### config.mk
export PLATFORM = sky130hd
export DESIGN_NAME = hazard_ctrl_param_flat
export DESIGN_NICKNAME = d
export VERILOG_FILES = /design/src/rtl/hazard_ctrl_param_pkg.sv /design/src/rtl/hazard_ctrl_param_if.sv /design/src/rtl/hazard_ctrl_param_src_match.sv /design/src/rtl/hazard_ctrl_param.sv /design/src/flat_wrapper.sv
export SDC_FILE = /design/constraint.sdc
export NUM_CORES = 1
export LEC_CHECK = 0
export CORE_ASPECT_RATIO = 0.9
export CORE_UTILIZATION = 34
export CTS_CLUSTER_SIZE = 28
export DETAILED_ROUTE_END_ITERATION = 7
export GPL_ROUTABILITY_DRIVEN = 0
export PLACE_DENSITY = 0.65
export REMOVE_ABC_BUFFERS = 1
export SKIP_CTS_REPAIR_TIMING = 1
export SYNTH_ARGS = -nofsm -noshare
export SYNTH_HDL_FRONTEND = slang
export SYNTH_HIERARCHICAL = 1
export SYNTH_SLANG_ARGS = --single-unit
### constraint.sdc
create_clock -name clk -period 3.77 [get_ports clk]
set_input_delay 0.754 -clock clk [delete_from_list [all_inputs] [get_ports clk]]
set_output_delay 0.754 -clock clk [all_outputs]
set_load 0.1 [all_outputs]
### src/rtl/hazard_ctrl_param_pkg.sv
// Shared types and helpers for the hazard/forwarding controller: tracking-entry
// layout, forward-select width and encodings.
package hazard_ctrl_param_pkg;

  // Tracked destination addresses are zero-extended to this width; AW must not exceed it.
  localparam int RD_MAX_W = 8;

  // fwd_sel value meaning "read the register file"; k > 0 selects in-flight stage k.
  localparam int FWD_RF = 0;

  typedef struct packed {
    logic                valid;
    logic [RD_MAX_W-1:0] rd;
    logic                wen;
    logic                is_load;
  } trk_entry_t;

  localparam trk_entry_t TRK_BUBBLE = '0;

  function automatic int sel_width(input int depth);
    return (depth < 1) ? 1 : $clog2(depth + 1);
  endfunction

endpackage

### src/rtl/hazard_ctrl_param_if.sv
// ID-stage hazard bus: instruction operands in, forward selects and pipeline controls out.
interface hazard_ctrl_param_if #(
  parameter int NUM_SRC = 2,
  parameter int AW      = 5,
  parameter int SW      = 2
);
  logic                   id_valid;
  logic [NUM_SRC*AW-1:0]  id_rs;
  logic [NUM_SRC-1:0]     id_rs_used;
  logic [AW-1:0]          id_rd;
  logic                   id_wen;
  logic                   id_is_load;
  logic                   ex_branch_taken;
  logic [NUM_SRC*SW-1:0]  fwd_sel;
  logic                   stall;
  logic                   flush;
  logic [31:0]            stall_cnt;

  modport master (
    output id_valid, id_rs, id_rs_used, id_rd, id_wen, id_is_load, ex_branch_taken,
    input  fwd_sel, stall, flush, stall_cnt
  );

  modport slave (
    input  id_valid, id_rs, id_rs_used, id_rd, id_wen, id_is_load, ex_branch_taken,
    output fwd_sel, stall, flush, stall_cnt
  );
endinterface

### src/rtl/hazard_ctrl_param_src_match.sv
// One source operand against the in-flight tracking entries: youngest producer
// wins, and a load too young to forward flags a load-use hazard.
module hazard_src_match
  import hazard_ctrl_param_pkg::*;
#(
  parameter int FWD_DEPTH = 3,
  parameter int LOAD_LAT  = 2,
  parameter int AW        = 5,
  parameter int SW        = 2
) (
  input  logic [AW-1:0] rs,
  input  logic          used,
  input  trk_entry_t    trk [1:FWD_DEPTH],
  output logic [SW-1:0] sel,
  output logic          load_hit
);

  logic [RD_MAX_W-1:0] rs_ext;
  logic [FWD_DEPTH:1]  hit;

  assign rs_ext = RD_MAX_W'(rs);

  generate
    for (genvar gi = 1; gi <= FWD_DEPTH; gi++) begin : g_hit
      assign hit[gi] = used && (rs != '0) && trk[gi].valid && trk[gi].wen &&
                       (trk[gi].rd == rs_ext);
    end
  endgenerate

  // Scan oldest to youngest so the youngest match is the one left standing.
  always_comb begin
    sel      = SW'(FWD_RF);
    load_hit = 1'b0;
    for (int k = FWD_DEPTH; k >= 1; k--) begin
      if (hit[k]) begin
        sel      = SW'(k);
        load_hit = trk[k].is_load && (k < LOAD_LAT);
      end
    end
  end

endmodule

### src/rtl/hazard_ctrl_param.sv
// Pipeline hazard controller: tracks in-flight writers, drives per-source forward
// selects, load-use stalls, branch flushes and a saturating stall counter.
module hazard_ctrl_param
  import hazard_ctrl_param_pkg::*;
#(
  parameter int NUM_SRC   = 2,
  parameter int FWD_DEPTH = 3,
  parameter int LOAD_LAT  = 2,
  parameter int FLUSH_CYC = 2,
  parameter int AW        = 5
) (
  input  logic                 clk,
  input  logic                 reset,
  hazard_ctrl_param_if.slave   hz
);

  localparam int SW = sel_width(FWD_DEPTH);
  localparam int CW = (FLUSH_CYC < 2) ? 1 : $clog2(FLUSH_CYC + 1);
  // The taken-branch cycle itself is the first flush cycle, so the counter holds the remainder.
  localparam logic [CW-1:0] FLUSH_RELOAD = CW'(FLUSH_CYC - 1);

  trk_entry_t            trk_reg [1:FWD_DEPTH];
  logic [CW-1:0]         flush_cnt_reg;
  logic [31:0]           stall_cnt_reg;
  logic                  rst_d_reg;

  trk_entry_t            id_entry;
  logic                  out_gate;
  logic                  flush_int;
  logic                  stall_int;
  logic [NUM_SRC-1:0]    load_hit;
  logic [NUM_SRC*SW-1:0] sel_raw;

  assign id_entry.valid   = hz.id_valid;
  assign id_entry.rd      = RD_MAX_W'(hz.id_rd);
  assign id_entry.wen     = hz.id_wen;
  assign id_entry.is_load = hz.id_is_load;

  // Controls stay quiet while reset is held and for one cycle after it releases.
  assign out_gate  = reset | rst_d_reg;
  assign flush_int = !out_gate && (hz.ex_branch_taken || (flush_cnt_reg != '0));
  assign stall_int = !out_gate && !flush_int && hz.id_valid && (|load_hit);

  generate
    for (genvar gi = 0; gi < NUM_SRC; gi++) begin : g_src
      hazard_src_match #(
        .FWD_DEPTH (FWD_DEPTH),
        .LOAD_LAT  (LOAD_LAT),
        .AW        (AW),
        .SW        (SW)
      ) u_match (
        .rs       (hz.id_rs[gi*AW +: AW]),
        .used     (hz.id_rs_used[gi]),
        .trk      (trk_reg),
        .sel      (sel_raw[gi*SW +: SW]),
        .load_hit (load_hit[gi])
      );
    end
  endgenerate

  assign hz.fwd_sel   = out_gate ? '0 : sel_raw;
  assign hz.stall     = stall_int;
  assign hz.flush     = flush_int;
  assign hz.stall_cnt = stall_cnt_reg;

  always_ff @(posedge clk) begin
    if (reset) begin
      trk_reg[1] <= TRK_BUBBLE;
    end else begin
      trk_reg[1] <= (stall_int || flush_int) ? TRK_BUBBLE : id_entry;
    end
  end

  generate
    for (genvar gi = 2; gi <= FWD_DEPTH; gi++) begin : g_shift
      always_ff @(posedge clk) begin
        if (reset) begin
          trk_reg[gi] <= TRK_BUBBLE;
        end else begin
          trk_reg[gi] <= trk_reg[gi-1];
        end
      end
    end
  endgenerate

  always_ff @(posedge clk) begin
    if (reset) begin
      rst_d_reg     <= 1'b1;
      flush_cnt_reg <= '0;
      stall_cnt_reg <= '0;
    end else begin
      rst_d_reg <= 1'b0;
      if (hz.ex_branch_taken && !out_gate) begin
        flush_cnt_reg <= FLUSH_RELOAD;
      end else if (flush_cnt_reg != '0) begin
        flush_cnt_reg <= flush_cnt_reg - 1'b1;
      end
      if (stall_int && (stall_cnt_reg != 32'hFFFF_FFFF)) begin
        stall_cnt_reg <= stall_cnt_reg + 32'd1;
      end
    end
  end

endmodule

### src/flat_wrapper.sv
// flat-port wrapper written by rule: the top's interface ports become plain ports
module hazard_ctrl_param_flat import hazard_ctrl_param_pkg::*;
#(
  parameter int NUM_SRC   = 2,
  parameter int FWD_DEPTH = 3,
  parameter int LOAD_LAT  = 2,
  parameter int FLUSH_CYC = 2,
  parameter int AW        = 5
)
  (clk, reset, hz_id_valid, hz_id_rs, hz_id_rs_used, hz_id_rd, hz_id_wen, hz_id_is_load, hz_ex_branch_taken, hz_fwd_sel, hz_stall, hz_flush, hz_stall_cnt);
  hazard_ctrl_param_if #(.NUM_SRC(NUM_SRC), .AW(AW), .SW(2)) hz_i ();
  input  logic clk;
  input  logic reset;
  input wire logic [$bits(hz_i.id_valid)-1:0] hz_id_valid;
  input wire logic [$bits(hz_i.id_rs)-1:0] hz_id_rs;
  input wire logic [$bits(hz_i.id_rs_used)-1:0] hz_id_rs_used;
  input wire logic [$bits(hz_i.id_rd)-1:0] hz_id_rd;
  input wire logic [$bits(hz_i.id_wen)-1:0] hz_id_wen;
  input wire logic [$bits(hz_i.id_is_load)-1:0] hz_id_is_load;
  input wire logic [$bits(hz_i.ex_branch_taken)-1:0] hz_ex_branch_taken;
  output wire logic [$bits(hz_i.fwd_sel)-1:0] hz_fwd_sel;
  output wire logic [$bits(hz_i.stall)-1:0] hz_stall;
  output wire logic [$bits(hz_i.flush)-1:0] hz_flush;
  output wire logic [$bits(hz_i.stall_cnt)-1:0] hz_stall_cnt;
  assign hz_i.id_valid = hz_id_valid;
  assign hz_i.id_rs = hz_id_rs;
  assign hz_i.id_rs_used = hz_id_rs_used;
  assign hz_i.id_rd = hz_id_rd;
  assign hz_i.id_wen = hz_id_wen;
  assign hz_i.id_is_load = hz_id_is_load;
  assign hz_i.ex_branch_taken = hz_ex_branch_taken;
  assign hz_fwd_sel = hz_i.fwd_sel;
  assign hz_stall = hz_i.stall;
  assign hz_flush = hz_i.flush;
  assign hz_stall_cnt = hz_i.stall_cnt;
  hazard_ctrl_param #(.NUM_SRC(NUM_SRC), .FWD_DEPTH(FWD_DEPTH), .LOAD_LAT(LOAD_LAT), .FLUSH_CYC(FLUSH_CYC), .AW(AW)) u_core (.clk(clk), .reset(reset), .hz(hz_i));
endmodule
==> results, run 1 <==
- The flow ran to the end, and the final reports show no timing, DRC or antenna violations.
- The final count of negative-setup-slack endpoints is 0.
- The global-route wire length before repair is 12.1 mm.
- The relative contribution of sequential cells to total power is 42.4%.
- For this block, the routed nets add up to around 7.4 mm of wire.
- The analysis attributes to cell leakage a power of 1.34 nW.
- At the later pin of the worst-skew pair, clock insertion delay measures around 0.33 ns.
- The number of global-route vias before repair came to between 2000 and 3000.
- The max-slew headroom at the worst pin is about a third.
- The Yosys step of the flow raised 6 warnings.
- The capturing element type of the critical path is a primary output.
- The worst endpoint required time is approximately 3.0 ns.
- The CTS tree is built.
- Internal power comes to roughly 1.2 mW.
- The H-tree was split into 3 levels.
- For this configuration, the core starts out at a cell density of ~36%.
- In the routed layout, each cell is associated on average with a via count of slightly above 5.
- The total die area is approximately 9000 um2.
- At the pin with the least slew margin, the transition time is roughly 1 ns.
- Excluding fillers, the count of instances in the completed layout stands at approximately 540.
- Once layout is complete, the utilization of the core stands at between 40% and 50%.
- Power spread over the standard cell area amounts to between 300 and 400 nW/um2.
- The clock-pin slew reported for the worst setup and hold paths after clock tree synthesis is 0.06 ns.
- met2 is the most crowded layer.
- The average size of a mapped cell is between 8 and 9 um2.
- The path class of the lowest-slack min-delay path is reg -> reg.
- The total inserted antenna cells is 0.
- The combinational cell fraction of total power is 11.5%.
- Once detail routing completed, the nets flagged for antenna violations numbered 0.
- The number of DRC markers in iteration 0 is 86.
- The register with the most flip-flops in the layout has 32 of them.
- The clock network accounts for 46.1% of the total power.
- Along the worst path, the maximum fanout reaches 4.
- The post-route netlist has a little under an eighth of its cells at a drive strength greater than 1.
- For this block, the via count after detailed routing is between 2000 and 3000.
- In the final design database the tool counted around 450 nets.
- With fillers left out, the area of the finished cells amounts to around 4100 um2.
- CTS saw 57 sinks.
- The switching power total is 0.344 mW.
- Setup repair after global routing left no endpoint under its margin.
- Global routing consumed, over all layers together, about 17% of the routing resources.
- The accumulated negative setup slack is 0 ns.
- The pin count of the biggest net entering global routing is 51.
- For this run, the detailed router's first-pass iteration total came to 4.
- The met2 layer usage reported by global route is roughly 27%.
- The width of the die is between 90 and 100 um.
- The area growth from synthesis to layout is 39.4%.
- The final-layout worst hold slack is around 0.47 ns.
- Static timing analysis puts the maximum clock frequency at 279 MHz.
- TritonCTS created 9 clock buffers.
- The die height is between 80 and 90 um.
- Detailed placement ended at an HPWL of about 5.4 mm.
- The switching part of the total is a little under a quarter.
- The period utilization is a little over nine tenths.
- The instance count of the mapped netlist is roughly 330.
- After layout, the minimum clock period comes to between 3 and 4 ns.
- For this design the top-level I/O count stands at a little over 60.
- For this run the aggregate overflow at the end of global routing stands at 0.
- Data arrives at the worst endpoint at between 2 and 3 ns.
- The combined area of all synthesized cells is 2920 um2.
- The worst-case IR drop observed on VDD is 0.000202 V.
- The number of hold violations in the final report is 0.
- Global routing consumed, on the met3 layer, around 5.1% of the routing resources.
- The type of the setup path with the least slack is in -> out.
- The core area is 8180 um2.
- The tree is rooted in a sky130_fd_sc_hd__clkbuf_8.
- For this run, design rule violations remaining after detail routing come to 0.
- Once placement completed, the tool counted placed cells totaling around 530.
- Global routing consumed, on the met1 layer, about 22% of the routing resources.
- The final count of pins violating max slew is 0.
- The cell area after placement is 3830 um2.
- Row generation in the floorplan step produced 31 rows.
- Max-cap violations in this run came to 0.
- In this run the tool buffered the top-level ports with 60 buffer cells.
- The nature of the critical path startpoint is an input pin.
- In the final routed layout, each cell accounts on average for roughly 14 um.
- The initial antenna violation count is 0.
- The deepest clock path buffer count is 2.
- The maximum clock skew at final layout is approximately 0.0084 ns.
-- power groups by stage --
stage | clock [mW] | combinational (mW) | sequential (mW)
finish | 0.696 | 0.173 | 0.640
global route | 0.741 | 0.189 | 0.643
CTS | 0.712 | 0.173 | 0.640
detailed placement | 0 | 0.172 | 0.654
global placement | 0 | 0.167 | 0.653
floorplan | 0 | 0.106 | 0.650
-- per-layer routing --
metal / wire (um) / vias up
li1: - / 1366
met1: 3460 / 1276
met2: 3530 / 72
met3: 352 / 6
met4: 78 / 0
met5: 0 / -
-- final cells by class --
type	instances	area [um2]
tap	115	144
fill	778	4110
sequential	57	1140
timing repair buffer	71	738
inverter	8	30.0
clock inverter	6	105
multi-input combinational	274	1770
clock buffer	10	138
-- metrics by stage --
step	worst slack [ns]	power, mW
3_5_place_dp	0.0513	0.826
4_1_cts	0.173	1.53
2_1_floorplan	-0.174	0.756
3_3_place_gp	0.142	0.820
5_1_grt	0.0998	1.57
6_report	0.182	1.51
-- worst paths after layout --
| check | from | to | slack (ns) | depth (start not counted) |
|---|---|---|---|---|
| worst min-delay path | u_core/trk_reg[12]$_SDFF_PP0_ | u_core/trk_reg[1]$_SDFF_PP0_ | 0.47 | 1 |
| worst max register to register | u_core/trk_reg[23]$_SDFF_PP0_ | u_core/hz.stall_cnt[26]$_SDFFE_PP0P_ | 0.79 | 9 |
| worst min register to register | u_core/trk_reg[12]$_SDFF_PP0_ | u_core/trk_reg[1]$_SDFF_PP0_ | 0.47 | 1 |
| worst max-delay path | hz_id_rs[7] | hz_stall | 0.18 | 8 |
-- critical path: stages --
cell and delay, ns:
sky130_fd_sc_hd__clkdlybuf4s50_1 0.59, sky130_fd_sc_hd__or4_1 0.16, sky130_fd_sc_hd__o21ai_2 0.08, sky130_fd_sc_hd__nor4_2 0.43, sky130_fd_sc_hd__and2_1 0.21, sky130_fd_sc_hd__o21ai_0 0.11, sky130_fd_sc_hd__nor2_1 0.28, sky130_fd_sc_hd__buf_12 0.22
-- cell usage in the layout, fill, tap and decap left out, types with 4 or more instances in the layout --
cell type                         instances
sky130_fd_sc_hd__a211oi_1                 5
sky130_fd_sc_hd__a21oi_1                 19
sky130_fd_sc_hd__and2_1                  16
sky130_fd_sc_hd__buf_12                   6
sky130_fd_sc_hd__buf_4                   11
sky130_fd_sc_hd__clkbuf_8                10
sky130_fd_sc_hd__clkdlybuf4s50_1         53
sky130_fd_sc_hd__conb_1                  18
sky130_fd_sc_hd__dfxtp_1                 57
sky130_fd_sc_hd__inv_1                    8
sky130_fd_sc_hd__nand2_1                 15
sky130_fd_sc_hd__nand3_1                  8
sky130_fd_sc_hd__nand4_1                 16
sky130_fd_sc_hd__nand4b_1                 4
sky130_fd_sc_hd__nor2_1                  24
sky130_fd_sc_hd__nor2b_1                 15
sky130_fd_sc_hd__nor3_1                   7
sky130_fd_sc_hd__nor3b_1                  4
sky130_fd_sc_hd__nor4_1                   4
sky130_fd_sc_hd__o21ai_0                 10
sky130_fd_sc_hd__o31ai_1                  8
sky130_fd_sc_hd__or3_1                   10
sky130_fd_sc_hd__or3_2                    4
sky130_fd_sc_hd__or4_1                   13
sky130_fd_sc_hd__xnor2_1                 43
Note: power is estimated with default switching activity, not from simulation.
==> run 2: changes to the inputs <==
Settings changed: CAP_MARGIN set to 20, PLACE_DENSITY 0.65 to not set, PLACE_DENSITY_LB_ADDON set to 0.25.
==> run 2 against run 1 <==
Effect of this change: power down 7.5%; clock power decreased by 16%; global-route usage up 0.55 points; clock-buffer cell count rose by 1; worst hold slack improved by 0.0060 ns; critical path type unchanged.
==> results, run 2 (synthesis results as in run 1) <==
- The flow ran to the end, and the final reports show no timing, DRC or antenna violations.
- The path class of the lowest-slack min-delay path is reg -> reg.
- The actual slew at the worst max-slew pin is 0.998 ns (-0.00357 ns).
- The number of DRC markers in iteration 0 is 111 (+29%).
- The clock-pin slew reported for the worst setup and hold paths after clock tree synthesis was 0.06 ns (about the same).
- The width of the die is 99.7 um (unchanged).
- The global-route wire length before repair is 12.5 mm (+3.0%).
- The via count came to 2646 (-2.7%).
- The number of buffers inserted during clock tree synthesis is 9 (unchanged).
- The number of nets in the layout was 441 (-1.1%).
- The iteration count of the initial detailed-routing pass was 6 (+2).
- The clock sink count was 57 (unchanged).
- The core area is 8180 um2 (unchanged).
- The leakage power was 1.29 nW (-3.0%).
- The die height is 89.9 um (unchanged).
- The area growth from synthesis to layout is 36.8%.
- The switching power total is 0.348 mW (+1.2%).
- The arrival time of data at the critical path endpoint came to 2.83 ns (about the same).
- The flip-flop count of the largest register after layout is 32 (unchanged).
- The detailed-route vias per instance is 4.94 (-1.8%).
- Setup repair after global routing left no endpoint under its margin.
- The total DRC errors in the routed layout is 0 (unchanged).
- The pin count of the biggest net entering global routing is 51 (unchanged).
- The minimum setup slack after placement is 0.0865 ns (+0.0352 ns).
- The final period demand of the worst path is 3.58 ns (-0.00506 ns).
- STA classifies the critical path startpoint as an input pin.
- The post-route worst setup slack is 0.187 ns (+0.00506 ns).
- The internal cell power is 1.05 mW (-10%).
- The part of the total power dissipated in the clock network is 42.0% (-4.1 points).
- The share of post-route cells with drive strength above 1 is 10.2% (-1.1 points).
- Leaving out fill and tap cells, the most frequent cell in the layout is sky130_fd_sc_hd__dfxtp_1.
- The total inserted antenna cells is 0 (unchanged).
- The count of input and output buffers is 60 (unchanged).
- The power density over the cells is 349 nW/um2 (-5.8%).
- The cell total after placement was 520 (-0.95%).
- The fmax is 279 MHz (+0.14%).
- The count of boundary I/O pins was 61 (unchanged).
- The period utilization was 95.0% (-0.13 points).
- The insertion delay of the later-clocked pin in the worst-skew pair is 0.34 ns (about the same).
- The maximum clock skew at final layout is 0.00873 ns (+0.000329 ns).
- The max-slew headroom at the worst pin is 33.2% (+0.24 points).
- The total global routing overflow is 0 (unchanged).
- The number of hold violations in the final report is 0 (unchanged).
- The combinational cell fraction of total power is 12.1% (+0.6 points).
- The accumulated negative setup slack was 0 ns (unchanged).
- The maximum VDD drop is 0.000189 V (-6.3%).
- The initial antenna violation count is 0 (unchanged).
- The post-route antenna net violation count is 0 (unchanged).
- The final wirelength was 7.48 mm (+0.80%).
- The cell sitting at the root of the clock tree is a sky130_fd_sc_hd__clkbuf_8.
- The filler-free cell count of the finished design is 536 (-0.92%).
- The total die area is 8960 um2 (unchanged).
- The H-tree depth is 3 (unchanged).
- The overall routing resource usage came to 17.6% (+0.55 points).
- TritonCTS built the clock tree.
- By startpoint and endpoint, the worst setup path is classified as in -> out.
- The per-cell routed wire length was 14.0 um (+1.7%).
- The deepest clock path buffer count is 2 (unchanged).
- The capturing element type of the critical path is a primary output.
- The number of rows in the core area came to 31 (unchanged).
- The final count of negative-setup-slack endpoints came to 0 (unchanged).
- The number of global-route vias before repair came to 2549 (+1.8%).
- The maximum fanout encountered on the critical timing path is 4 (unchanged).
- The final count of pins violating max slew came to 0 (unchanged).
- The max-cap check violation count is 0 (unchanged).
- The number of filler instances in the final layout came to 789 (+1.4%).
- The HPWL reported at the end of detailed placement is 5.41 mm (+0.91%).
- The relative contribution of sequential cells to total power is 45.9% (+3.5 points).
- Leaving out fill and tap cells, the most frequent cells in the layout are 57 x sky130_fd_sc_hd__dfxtp_1, 53 x sky130_fd_sc_hd__clkdlybuf4s50_1, 43 x sky130_fd_sc_hd__xnor2_1.
- The final-layout worst hold slack was 0.474 ns (+0.00599 ns).
- The initial standard-cell utilization of the core is 35.7% (unchanged).
- The worst endpoint required time is 3.02 ns (about the same).
- The switching part of the total was 24.9% (+2.2 points).
-- run 2: cell types whose count changed in the layout (fill, tap and decap cells not counted) --
cell | previous run | this run
sky130_fd_sc_hd__clkinv_4 | 0 | 1
sky130_fd_sc_hd__bufinv_16 | 3 | 1
sky130_fd_sc_hd__clkbuf_8 | 10 | 11
sky130_fd_sc_hd__buf_4 | 11 | 6
-- run 2: final timing paths --
check | start | end | slack [ns] | cells after the start
min | u_core/trk_reg[12]$_SDFF_PP0_ | u_core/trk_reg[1]$_SDFF_PP0_ | 0.47 | 1
min reg2reg | u_core/trk_reg[12]$_SDFF_PP0_ | u_core/trk_reg[1]$_SDFF_PP0_ | 0.47 | 1
max reg2reg | u_core/trk_reg[23]$_SDFF_PP0_ | u_core/hz.stall_cnt[31]$_SDFFE_PP0P_ | 0.88 | 9
max | hz_id_rs[9] | hz_stall | 0.19 | 8
-- run 2: critical path, cell delays in order --
cell,delay (ns)
sky130_fd_sc_hd__clkdlybuf4s50_1,0.53
sky130_fd_sc_hd__or4_1,0.56
sky130_fd_sc_hd__o21ai_2,0.20
sky130_fd_sc_hd__nor4_2,0.10
sky130_fd_sc_hd__and2_1,0.17
sky130_fd_sc_hd__o21ai_0,0.20
sky130_fd_sc_hd__nor2_1,0.13
sky130_fd_sc_hd__buf_12,0.18
-- run 2: cell type report --
cell class	count	area, um2	area share (%)
multi-input cells	274	1770	44.4
flip-flops and latches	57	1140	28.6
repair buffers	66	701	17.5
clock buffers	11	151	3.79
well taps	115	144	3.60
clock inverters	5	53.8	1.35
inverters	8	30.0	0.752
-- run 2: through the flow --
stage | util (%) | total power, mW | instance area [um2]
finish | 48.8 | 1.40 | 4000
global placement | 46.3 | 0.818 | 3790
global route | 48.8 | 1.47 | 4000
detailed placement | 46.3 | 0.823 | 3790
floorplan | - | 0.756 | 2950
CTS | 48.8 | 1.41 | 4000
-- run 2: power groups by stage --
stage / clock network (mW) / registers [mW] / logic, mW
3_5_place_dp: 0 / 0.654 / 0.169
2_1_floorplan: 0 / 0.650 / 0.106
4_1_cts: 0.602 / 0.641 / 0.171
5_1_grt: 0.633 / 0.642 / 0.191
6_report: 0.586 / 0.640 / 0.169
3_3_place_gp: 0 / 0.653 / 0.165
-- run 2: layer usage --
| layer | track usage (%) | wire [um] | vias up |
|---|---|---|---|
| li1 | - | - | 1351 |
| met1 | 23.8 | 3660 | 1220 |
| met2 | 26.7 | 3310 | 69 |
| met3 | 6.07 | 438 | 6 |
| met4 | 4.41 | 68 | 0 |
| met5 | 0 | 0 | - |
